[config.mk]
export PLATFORM = sky130hd
export DESIGN_NAME = instr_fetch_unit
export DESIGN_NICKNAME = d
export VERILOG_FILES = /design/src/rtl/instr_fetch_unit.sv
export SDC_FILE = /design/constraint.sdc
export NUM_CORES = 1
export LEC_CHECK = 0
export BUFFER_PORTS_ARGS = -buffer_cell sky130_fd_sc_hd__buf_2
export CAP_MARGIN = 5
export CORE_ASPECT_RATIO = 0.9
export CORE_MARGIN = 2
export CORE_UTILIZATION = 29
export DETAILED_ROUTE_END_ITERATION = 8
export SETUP_SLACK_MARGIN = 0.3
export SYNTH_ARGS = -nofsm -noshare
export SYNTH_HDL_FRONTEND = slang
export SYNTH_SLANG_ARGS = --single-unit
[constraint.sdc]
create_clock -name clk -period 13.4 [get_ports clk]
set_clock_uncertainty 0.1 [all_clocks]
set_input_delay 2.68 -clock clk [delete_from_list [all_inputs] [get_ports clk]]
set_output_delay 2.68 -clock clk [all_outputs]
set_load 0.01 [all_outputs]
[src/rtl/instr_fetch_unit.sv]
// Multicycle instruction fetch stage: owns the PC, fetches over a req/ack memory handshake,
// latches the word into the IR and advances only when the controller accepts it.
module instr_fetch_unit #(
   parameter int                ADDR_W   = 64,
   parameter logic [ADDR_W-1:0] RESET_PC = '0,
   parameter int                CNT_W    = 32
) (
   input  logic              clk,
   input  logic              rst,
   output logic              imem_req,
   output logic [ADDR_W-1:0] imem_addr,
   input  logic              imem_ack,
   input  logic [31:0]       imem_rdata,
   input  logic              instr_accept,
   input  logic              redirect,
   input  logic [ADDR_W-1:0] redirect_pc,
   output logic              instr_valid,
   output logic [31:0]       instr,
   output logic [6:0]        opcode,
   output logic [ADDR_W-1:0] pc,
   output logic              fetch_fault,
   output logic [CNT_W-1:0]  fetch_count
);

   typedef enum logic [1:0] {S_FETCH, S_VALID, S_FAULT} state_t;

   localparam logic [31:0] NOP_INSTR = 32'h0000_0013;

   state_t            r_state, w_state_next;
   logic [ADDR_W-1:0] r_pc, w_pc_next;
   logic [31:0]       r_ir, w_ir_next;
   logic              r_valid, w_valid_next;
   logic              r_fault, w_fault_next;
   logic              r_flush, w_flush_next;
   logic [CNT_W-1:0]  r_count, w_count_next;
   // Keeps the request low until the first clock after reset release.
   logic              r_run;

   logic w_req;
   logic w_misaligned;

   assign w_req        = (r_state == S_FETCH) && r_run;
   assign w_misaligned = redirect && (redirect_pc[1:0] != 2'b00);

   assign imem_req    = w_req;
   assign imem_addr   = r_pc;
   assign instr_valid = r_valid;
   assign instr       = r_ir;
   assign opcode      = r_ir[6:0];
   assign pc          = r_pc;
   assign fetch_fault = r_fault;
   assign fetch_count = r_count;

   always_ff @(posedge clk or posedge rst) begin
      if (rst) begin
         r_state <= S_FETCH;
      end else begin
         r_state <= w_state_next;
      end
   end

   always_comb begin
      w_state_next = r_state;
      w_pc_next    = r_pc;
      w_ir_next    = r_ir;
      w_valid_next = r_valid;
      w_fault_next = r_fault;
      w_flush_next = r_flush;
      w_count_next = r_count;
      case (r_state)
         S_FETCH: begin
            if (w_req) begin
               if (w_misaligned) begin
                  w_fault_next = 1'b1;
                  w_valid_next = 1'b0;
                  w_state_next = S_FAULT;
               end else if (imem_ack) begin
                  // A redirect or pending flush discards the returning word.
                  if (redirect) begin
                     w_pc_next    = redirect_pc;
                     w_flush_next = 1'b0;
                  end else if (r_flush) begin
                     w_flush_next = 1'b0;
                  end else begin
                     w_ir_next    = imem_rdata;
                     w_valid_next = 1'b1;
                     w_count_next = r_count + CNT_W'(1);
                     w_state_next = S_VALID;
                  end
               end else if (redirect) begin
                  w_pc_next    = redirect_pc;
                  w_flush_next = 1'b1;
               end
            end
         end
         S_VALID: begin
            if (instr_accept) begin
               if (w_misaligned) begin
                  w_fault_next = 1'b1;
                  w_valid_next = 1'b0;
                  w_state_next = S_FAULT;
               end else begin
                  w_valid_next = 1'b0;
                  w_pc_next    = redirect ? redirect_pc : r_pc + ADDR_W'(4);
                  w_state_next = S_FETCH;
               end
            end
         end
         S_FAULT: begin
            w_state_next = S_FAULT;
         end
         default: begin
            w_state_next = S_FETCH;
         end
      endcase
   end

   always_ff @(posedge clk or posedge rst) begin
      if (rst) begin
         r_pc    <= RESET_PC;
         r_ir    <= NOP_INSTR;
         r_valid <= 1'b0;
         r_fault <= 1'b0;
         r_flush <= 1'b0;
         r_count <= '0;
         r_run   <= 1'b0;
      end else begin
         r_pc    <= w_pc_next;
         r_ir    <= w_ir_next;
         r_valid <= w_valid_next;
         r_fault <= w_fault_next;
         r_flush <= w_flush_next;
         r_count <= w_count_next;
         r_run   <= 1'b1;
      end
   end

endmodule
Word level (Yosys, flattened, before mapping)
Cells that the tools add are included.

storage, ports and cells
  bits of input ports = 101
  flip-flop bits (word level) = 134
  logic and storage cells = 63

cells by class
  multiplexer cells = 28
  eq/ne operators = 10
  reduce and logical (&&, ||, !) cells = 12
  bitwise gates (word level) = 3
  add/sub/neg operators = 2

operators by type and width
  operator                                             number
  two-way mux 64 bit                                   6
  case mux 64 bit (2 select lines)                     1
  adder 64 x 3 -> 64 bit, second input constant        1
  adder 32 x 1 -> 32 bit, second input constant        1
  AND reduction 6 bit                                  3
  two-way mux 2 bit                                    7
  two-way mux 1 bit                                    11
  != test 2 bit, second input constant                 5
  != test 3 bit, second input constant                 3
  case mux 2 bit (3 select lines)                      1
  nonzero test 2 bit                                   3
  AND reduction 5 bit                                  1
  case mux 1 bit (2 select lines)                      2
  AND reduction 4 bit                                  1
  inverter 1 bit                                       3
  AND reduction 3 bit                                  1
  equality test 2 x 1 -> 1 bit, second input constant  1
  equality test 2 bit, second input constant           1
  logical AND 1 bit                                    2
  zero test 2 bit                                      1

Logic depth before layout (Yosys ltp)
Gate-level depths: netlist (run 1).

  depth in word-level cells = 6
  depth in mapped cells = 9
  gate-level depth less buffers = 6

Worst setup path before layout (run 1)
OpenSTA, ideal clock, no wires.

  path type = in2reg
  from = input port redirect
  to = register r_pc[35], in the netlist imem_addr[35]
  arrival = 4,431 ps
  data required time = 13,174 ps
  stages = 7
  setup time = 126 ps
  path buffers = 4
  setup slack = 8,743 ps
  cells stage by stage = clkbuf_1 > or3b_2 > a211o_1 > clkbuf_1 > clkbuf_1 > clkbuf_1 > o32a_1

between the ends
  word-level cells in the longest chain between the ends = 4
  elaborated cells on any way between the ends = 9
  those cells by class = eq/ne (3); mux (4); reduce/logical (2)

ends and longest elaborated chain
  what                              RTL line  text
  start: declaration                15        input logic redirect,
  two-way mux 64 bit                104       w_pc_next = redirect ? redirect_pc : r_pc + ADDR_W'(4);
  two-way mux 64 bit                98        if (w_misaligned) begin
  two-way mux 64 bit                97        if (instr_accept) begin
  case mux 64 bit (2 select lines)  70        case (r_state)
  end signal: assignment            128       r_pc <= w_pc_next;
  end: declaration                  30        logic [ADDR_W-1:0] r_pc, w_pc_next;

Parallel ways exist; a longest one is shown, timed or not. The select of a mux whose other input is x is not followed.
A chain may end at the register's enable or synchronous reset.

Worst setup path in the final report (run 1)
  from = input port redirect
  to = register r_pc[42], in the netlist imem_addr[42]

Same word-level chain as after synthesis.

==> impl_metrics.ini, run 1 <==
[sta]
slew_headroom = 0.342
hold_viol = 0
maxSlewViolCount = 0
setup_viol = 0
fmax_ghz = 0.210
tightest_slew_ns = 0.979
period_minus_slack_ns = 4.77
timing.final.crit_share = 0.356
fin_tns_setup_ns = 0
rsz0062_at_grt = false
whs_ns = 0.360

[synthesis]
syn_nets = 981
synth_ff_type = dfrtp_1
yosysSeqAreaShare = 0.421
synth.largest_area_cell = dfrtp_1
synth_cell_types = 62
synth_cells = 878
syn_area_per_cell_sq_um = 9.09
synth_edf_count = 0
async_flop_share = 1.00
ys_top_cells_by_area = dfrtp_1, buf_4, mux2_2
yosysTopAreaCellShare = 0.411
ys_seq_elements = 134
syn-cell-area_sq_um = 7980
ys_warn_count = 0

[status]
status = completed

[grt]
grt_pass1_wl_um = 40000
grtUsageMet1 = 0.255
grt_max_degree = 91
grtUsageMet2 = 0.270
met3_usage = 0.0407
gr-total-overflow = 0
grt.busiest_layer = met2
antenna_found_initial = 3
grt_pass1_vias = 6845
grt_use_total = 0.181

[clock_network]
hold_buffers = 0
cts_setup_buffers = 0
root_buffer = clkbuf_16
cts_buffer_depth = 2
cts.htree.levels = 4
cts_resized = 0
tritoncts = done
cts_sinks = 134
cts_buffers = 17
clkTransAtPathRegs_ns = 0.07
clk_latency_ns = 0.42

[min_path]
hold_path_class = reg2reg

[final_layout]
area_growth_pct = 25.2
nets = 1192
drive_gt1_frac = 0.362
final_util = 0.370
instances_no_fill = 1458

[critical_path]
crit_chain = buf_2 -> nor3b_4 -> buf_4 -> nand2_1 -> or4_1 -> o211ai_1
crit_arrival_ns = 5.01
cp-end-kind = register
critPathLaunchType = input pin
critPathMaxStageDelay_ns = 0.70
critPathTopFamily = simple AND/OR/NAND/NOR gates
cp_slowest_cell = buf_4
path_buf_inv = 2
cp.required_ns = 13.64
path_class = in2reg
cp_max_fo = 90

[route]
wl_per_cell_um = 18.4
firstDrtPassIters = 5
routed_wl_um = 26800
vias = 7736
drc = 0
drt_iter0_drc = 564
antenna_left = 0
viasPerCell = 5.31

[pwr]
ir_drop_mv = 0.0794
power_density_nw_per_um2 = 193
leakagePower_nw = 4.74

[run]
maxCapViolCount = 0

[placement]
finalWeightedCongestion = 0.837
post-dp-hpwl_um = 19300
dp.cells = 1424
io_buffers = 302

[floorplan]
rows = 57
initial_utilization = 0.295
core_area_sq_um = 27000
die-height_um = 161
pin_count = 303
die_w_um = 179
die_area_sq_um = 28900
==> cell usage after synthesis (4+ instances only) <==
cell type and instances:
xnor2_1 28, nor3_1 26, mux2i_1 12, nor4_1 24, and3_1 24, o32ai_1 4, clkbuf_1 39, nor2b_1 4
mux2_2 33, and2_1 11, or4_1 10, dfrtp_1 131, o22ai_1 7, a2bb2oi_1 8, a32oi_1 6, and4_1 7
buf_4 71, nor2_1 46, buf_2 5, nand4_1 58, nand3_1 60, nand2_1 79, or3_1 11, a31oi_1 6
inv_1 13, nand4_2 4, a21oi_1 48, o21ai_0 29, o22a_1 4, nand2b_1 4, o211ai_1 10
==> sequential cells by signal, summed over array words and instances (netlist names) <==
name         flops
r_flush          1
instr           32
fetch_count     32
imem_addr       64
instr_valid      1
fetch_fault      1
r_state          2
r_run            1
==> through the flow <==
step | setup WS (ns) | total power, W | instance area (sq um)
3_3_place_gp | 8.25 | 0.00139 | 9320
6_report | 8.63 | 0.00193 | 9990
2_1_floorplan | 7.04 | 0.00117 | 7980
3_5_place_dp | 8.22 | 0.00141 | 9320
5_1_grt | 8.53 | 0.00205 | 9990
4_1_cts | 8.65 | 0.00195 | 9990
==> placed cells by master, fill, tap and decap left out, types with 11 or more instances in the layout <==
cell       instances
and3_1            24
inv_1             12
buf_2            302
nand4_1           58
nor2_1            46
clkbuf_16         17
mux2_2            33
dfrtp_1          131
or3_1             11
o21ai_0           29
nand2_1           79
nand3_1           60
a21oi_1           48
and2_1            11
xnor2_1           28
nor4_1            22
nor3_1            25
mux2i_1           12
==> worst reg2reg max path, stage by stage (launching register included) <==
cell	delay [ns]
dfrtp_1	0.57
nand4_1	0.29
nor4_1	0.84
nand4_1	0.54
o211a_1	0.36
or3_1	0.33
==> area by class of cell <==
class | count | area, sq um
clock inverter | 11 | 194
clock buffer | 21 | 470
inverter | 13 | 53.8
tap | 354 | 443
multi-input combinational | 611 | 3880
antenna | 2 | 5.00
sequential | 134 | 3360
fill | 2801 | 17000
timing repair buffer | 312 | 1590
==> cells by family after synthesis <==
family                     after synthesis  synth area share
AOI/OAI and AO/OA                      150             0.122
xor gates and xnor gates                31            0.0340
adders and majority gates                2           0.00314
buffers and inverters                  133            0.0972
DFF                                    134             0.421
muxes                                   45            0.0616
other                                    1          0.000470
and+or+nand+nor                        382             0.260
==> power by group <==
group | total [W] | internal (W) | leakage, nW | switching [W]
Clock | 0.000534 | 0.000346 | 0.324 | 0.000188
Combinational | 0.000600 | 0.000273 | 2.70 | 0.000327
Sequential | 0.000797 | 0.000541 | 1.71 | 0.000257
Total | 0.00193 | 0.00116 | 4.74 | 0.000771
==> per-layer routing <==
layer	wire [um]	share of wire	vias to the layer above
met4	667	0.025	2
met2	12100	0.45	330
li1	-	-	3619
met1	12100	0.45	3747
met5	13	0.00049	-
met3	1910	0.071	38
==> path summary, 6_finish.rpt <==
| check | depth (start not counted) | startpoint | slack, ns | to |
|---|---|---|---|---|
| worst min register to register | 1 | fetch_fault$_DFFE_PP0P_ | 0.36 | fetch_fault$_DFFE_PP0P_ |
| worst max-delay path | 6 | redirect | 8.63 | imem_addr[42]$_DFFE_PP0P_ |
| worst min-delay path | 1 | fetch_fault$_DFFE_PP0P_ | 0.36 | fetch_fault$_DFFE_PP0P_ |
| max in group asynchronous | 3 | rst | 9.58 | fetch_count[0]$_DFFE_PP0P_ |
| min in group asynchronous | 2 | rst | 2.23 | instr[22]$_DFFE_PP0P_ |
| worst max register to register | 5 | imem_addr[18]$_DFFE_PP0P_ | 10.24 | imem_addr[56]$_DFFE_PP0P_ |
No activity file was read; power rests on OpenSTA's default activity.
==> run 2, diff against run 1 <==
--- a/config.mk
+++ b/config.mk
@@ -5,6 +5,7 @@
 export SDC_FILE = /design/constraint.sdc
 export NUM_CORES = 1
 export LEC_CHECK = 0
+export ABC_AREA = 1
 export BUFFER_PORTS_ARGS = -buffer_cell sky130_fd_sc_hd__buf_2
 export CAP_MARGIN = 5
 export CORE_ASPECT_RATIO = 0.9
==> constraint.sdc (replaced) <==
create_clock -name clk -period 4.35 [get_ports clk]
set_clock_uncertainty 0.1 [all_clocks]
set_input_delay 0.87 -clock clk [delete_from_list [all_inputs] [get_ports clk]]
set_output_delay 0.87 -clock clk [all_outputs]
set_load 0.01 [all_outputs]
==> impl_metrics.ini, run 2 <==
[final_layout]
fillers = 3278
nets = 1627
largest_reg_flops = 64
layout_commonest_cell = nand2_1
mostFrequentLayoutCells = nand2_1, buf_2, nor2_1
drive_gt1_frac = 0.245
area_growth_pct = 23.2

[sta]
fin_tns_setup_ns = 0
maxSlewViolCount = 0
setup_viol = 0
period_minus_slack_ns = 2.46
hold_viol = 0
tightest_slew_ns = 0.925
whs_ns = 0.366
rsz0062_at_grt = false
timing.final.crit_share = 0.565
fmax_ghz = 0.407
slew_headroom = 0.382

[route]
vias = 9182
wl_per_cell_um = 16.3
firstDrtPassIters = 5
antenna_left = 0
viasPerCell = 4.73
drc = 0
routed_wl_um = 31600
drt_iter0_drc = 583

[synthesis]
ys_warn_count = 0
async_flop_share = 1.00
synthAdderAreaFrac = 0.00282
muxShareOfSynthArea = 0
ys_top_cells_by_area = dfrtp_1, nand2_1, nor2_1
synth.largest_area_cell = dfrtp_1
yosys-top-cells-count = nand2_1, nor2_1, dfrtp_1
synth.most_common_cell = nand2_1
ys_seq_elements = 134
synth_ff_type = dfrtp_1
syn_nets = 1404
yosysTopAreaCellShare = 0.370
synth_cell_types = 38
synth-xor-area-share = 0.0405
synth_top_family_by_area = simple AND/OR/NAND/NOR gates
synth_cells = 1301
syn-cell-area_sq_um = 8870
synth-simple-area-share = 0.358
synth_compound_area_frac = 0.0893
syn_area_per_cell_sq_um = 6.82
synth_edf_count = 0
yosysSeqAreaShare = 0.379

[pwr]
swShare = 0.437
ir_drop_mv = 0.335
seq_power_share = 0.374
leakagePower_nw = 5.54
p_comb_frac = 0.375
power_density_nw_per_um2 = 604
intPower_w = 0.00371
p_switching_w = 0.00289
clock_power_share = 0.251

[placement]
io_buffers = 302
post-dp-hpwl_um = 24000
finalWeightedCongestion = 0.925

[clock_network]
cts_buffers = 17
cts.htree.levels = 4
cts_buffer_depth = 2
tritoncts = done
root_buffer = clkbuf_16
hold_buffers = 0
cts_setup_buffers = 0
clk_latency_ns = 0.44
clkTransAtPathRegs_ns = 0.07
cts_resized = 0
cts_sinks = 134

[floorplan]
die-height_um = 170
initial_utilization = 0.295
die_area_sq_um = 32000
pin_count = 303
die_w_um = 188
core_area_sq_um = 30000
rows = 60

[critical_path]
critPathLaunchType = register
critPathTopFamily = simple AND/OR/NAND/NOR gates
critPathMaxStageDelay_ns = 0.50
cpMostUsedCell = nand2_1
crit_chain = ha_1 -> inv_1 -> nor2_4 -> nand2_2 -> nor2_1 -> nand2_1 -> xor2_1 -> nand2_1 -> nand2_1 -> nand2_1
cp_max_fo = 7
crit_arrival_ns = 2.68
cp-end-kind = register
cp.required_ns = 4.57
path_buf_inv = 1
cp_slowest_cell = nor2_1
path_class = reg2reg

[status]
status = completed

[grt]
grt_pass1_wl_um = 48200
gr-total-overflow = 0
grt_pass1_vias = 8486
grt_max_degree = 128
grt_use_total = 0.195
antenna_found_initial = 4

[run]
maxCapViolCount = 0

[min_path]
hold_path_class = reg2reg
==> run 2: changes by cell type after synthesis, sizes merged, moves of 22 or more <==
cell	delta
nor2	+118
nand2	+393
inv	+105
nor4	-22
mux2	-33
nand4	-35
xor2	+24
and3	-23
nand3	+26
o21a	+34
clkbuf	-33
==> run 2: stage by stage <==
step                      std cells  power, W  cell area (sq um)   util  worst slack (ns)
after floorplan                1301   0.00408               8870      -              1.72
after detailed placement       1908   0.00498              10300  0.342              1.52
after global placement         1908   0.00495              10300  0.342              1.54
after CTS                      1940   0.00665              10900  0.364              1.90
final                          1942   0.00660              10900  0.364              1.89
after global routing           1940   0.00705              10900  0.364              1.65
==> run 2: cells by family (layout without fill, tap and decap cells) <==
logic type	count (synthesis)	count (layout)
fa+ha+maj	2	2
xor+xnor	41	41
buf+inv	224	460
other cells	1	3
flops	134	134
compound gates	130	130
simple gates	769	769
==> run 2: metal layers <==
| metal | vias to the layer above | share of wire | track usage |
|---|---|---|---|
| met4 | 4 | 0.025 | 0.0611 |
| li1 | 4503 | - | - |
| met1 | 4247 | 0.42 | 0.249 |
| met5 | - | 0.00073 | 0 |
| met2 | 374 | 0.46 | 0.315 |
| met3 | 54 | 0.093 | 0.0615 |
==> run 2: power groups by stage <==
| stage | Combinational [W] | Sequential, W | Clock [W] |
|---|---|---|---|
| global route | 0.00278 | 0.00256 | 0.00172 |
| CTS | 0.00250 | 0.00247 | 0.00168 |
| global placement | 0.00247 | 0.00247 | 0 |
| detailed placement | 0.00250 | 0.00248 | 0 |
| floorplan | 0.00164 | 0.00244 | 0 |
| finish | 0.00247 | 0.00247 | 0.00166 |
==> run 2: area by class of cell <==
| cell class | count | area (sq um) | share of cell area |
|---|---|---|---|
| multi-input cells | 943 | 4370 | 0.400 |
| flip-flops and latches | 134 | 3360 | 0.307 |
| repair buffers | 310 | 1600 | 0.146 |
| well taps | 403 | 504 | 0.0461 |
| inverters | 118 | 447 | 0.0409 |
| clock buffers | 18 | 429 | 0.0393 |
| clock inverters | 14 | 223 | 0.0204 |
| diodes | 2 | 5.00 | 0.000458 |
==> run 2: path summary, 6_finish.rpt <==
path,from,endpoint,slack [ns],cells after the start
worst max-delay path,imem_addr[2]$_DFFE_PP0P_,imem_addr[32]$_DFFE_PP0P_,1.89,10
worst min-delay path,instr[30]$_DFFE_PP0P_,instr[30]$_DFFE_PP0P_,0.37,2
worst max register to register,imem_addr[2]$_DFFE_PP0P_,imem_addr[32]$_DFFE_PP0P_,1.89,10
worst min register to register,instr[30]$_DFFE_PP0P_,instr[30]$_DFFE_PP0P_,0.37,2
max in group asynchronous,rst,instr[1]$_DFFE_PP1P_,2.65,3
min in group asynchronous,rst,fetch_count[19]$_DFFE_PP0P_,0.53,2
==> run 2: worst min-delay path: stages, from the launching register on <==
cell and delay (ns):
dfrtp_1 0.34, nand2_1 0.05, nand2_1 0.04
==> run 3, diff against run 2 <==
==> constraint.sdc (replaced) <==
create_clock -name clk -period 2 [get_ports clk]
set_clock_uncertainty 0.1 [all_clocks]
set_input_delay 0.4 -clock clk [delete_from_list [all_inputs] [get_ports clk]]
set_output_delay 0.4 -clock clk [all_outputs]
set_load 0.01 [all_outputs]
==> impl_metrics.ini, run 3 (synthesized netlist as in run 2, its figures left out) <==
[status]
status = finished, violations left
violations = negative hold slack

[grt]
grt_pass1_vias = 9513
grt_max_degree = 73
gr-total-overflow = 0
grt_use_total = 0.219
grt_pass1_wl_um = 53700
antenna_found_initial = 4

[sta]
whs_ns = -0.0137
timing.final.crit_share = 0.941
fmax_ghz = 0.531
rsz0062_at_grt = true
setup_viol = 0
maxSlewViolCount = 0
period_minus_slack_ns = 1.88
hold_viol = 11

[route]
vias = 10500
routed_wl_um = 38600
wl_per_cell_um = 18.1
drt_iter0_drc = 738
firstDrtPassIters = 5
antenna_left = 0
drc = 0
viasPerCell = 4.91

[clock_network]
clkTransAtPathRegs_ns = 0.07
cts_sinks = 134
cts_buffers = 17
tritoncts = done
root_buffer = clkbuf_16
clk_latency_ns = 0.44
cts_buffer_depth = 2
cts.htree.levels = 4

[critical_path]
crit_arrival_ns = 2.14
cp_slowest_cell = dfrtp_1
path_class = reg2reg
critPathMaxStageDelay_ns = 0.46
cp_max_fo = 5
cp.required_ns = 2.26
crit_chain = nand2_2 -> nor2_4 -> nand2_4 -> inv_4 -> nand2_4 -> buf_4 -> buf_4 -> o21ai_1 -> a21oi_2 -> a21oi_1
cp-end-kind = register
critPathLaunchType = register

[final_layout]
fillers = 2957
area_growth_pct = 59.5
mostFrequentLayoutCells = nand2_1, buf_2, buf_4
nets = 1821
final_util = 0.471
instances_no_fill = 2136
layout_commonest_cell = nand2_1
stdcell_area_sq_um = 14100
largest_reg_flops = 64
drive_gt1_frac = 0.472

[pwr]
power_density_nw_per_um2 = 1220
total_power_w = 0.0172
leakagePower_nw = 7.01
ir_drop_mv = 0.649

[placement]
io_buffers = 302
finalWeightedCongestion = 0.940
dpl_cell_area_sq_um = 11000
post-dp-hpwl_um = 26000
dp.cells = 1998

[floorplan]
pin_count = 303
die_w_um = 188
rows = 60
die_area_sq_um = 32000
initial_utilization = 0.295
die-height_um = 170
core_area_sq_um = 30000

[run]
maxCapViolCount = 0

[min_path]
hold_path_class = in2async
-- run 3: power breakdown --
group / internal, W / switching, W
Combinational: 0.00407 / 0.00494
Clock: 0.00179 / 0.00134
Sequential: 0.00379 / 0.00131
-- run 3: worst paths after layout --
kind                                              to  slack, ns                     start  depth (start not counted)
max                        imem_addr[33]$_DFFE_PP0P_       0.12  imem_addr[8]$_DFFE_PP0P_                         10
min reg2reg                  fetch_fault$_DFFE_PP0P_       0.35   fetch_fault$_DFFE_PP0P_                          2
min                        imem_addr[58]$_DFFE_PP0P_      -0.01                       rst                          3
max reg2reg                imem_addr[33]$_DFFE_PP0P_       0.12  imem_addr[8]$_DFFE_PP0P_                         10
min in group clk                instr[5]$_DFFE_PP0P_       0.06             imem_rdata[5]                          3
max in group asynchronous       instr[0]$_DFFE_PP1P_       1.42                       rst                          3
-- run 3: layer usage --
layer	part of all wire	vias to the layer above	global-route usage
li1	-	4902	-
met1	0.40	4890	0.276
met3	0.095	105	0.0553
met2	0.46	596	0.361
met4	0.043	2	0.0853
met5	0.00034	-	0
-- run 3: final cells by class --
class                           count  area (sq um)  share of cell area
Tap cell                          403           504              0.0356
Clock inverter                     12           120             0.00849
Antenna cell                        2          5.00            0.000354
Clock buffer                       20           457              0.0323
Timing Repair Buffer              504          3750               0.265
Multi-Input combinational cell    943          5460               0.386
Inverter                          118           462              0.0326
Sequential cell                   134          3390               0.240
-- run 3: worst max-delay path: cells and delay by family (launching register included) --
family | cells | cell delay, ns
AO/OA/AOI/OAI | 3 | 0.36
buffers and inverters | 3 | 0.33
flip-flops | 1 | 0.46
AND/OR/NAND/NOR | 4 | 0.54
-- run 3: timing repair --
action                     in CTS  in global routing
hold buffers                    0                  0
gates resized for setup       175                243
buffers inserted               40                 48
cloned                          6                 10
setup endpoints to repair     110                148
pin swaps                      38                 94
-- run 3: stage by stage --
step	worst slack [ns]	hold slack (ns)	TNS [ns]
floorplan	-0.163	0.353	-21.32
global placement	0.0571	0.349	0
detailed placement	0.0507	0.347	0
CTS	0.168	0.0223	0
global route	0.0195	0.0443	0
finish	0.118	-0.0137	0
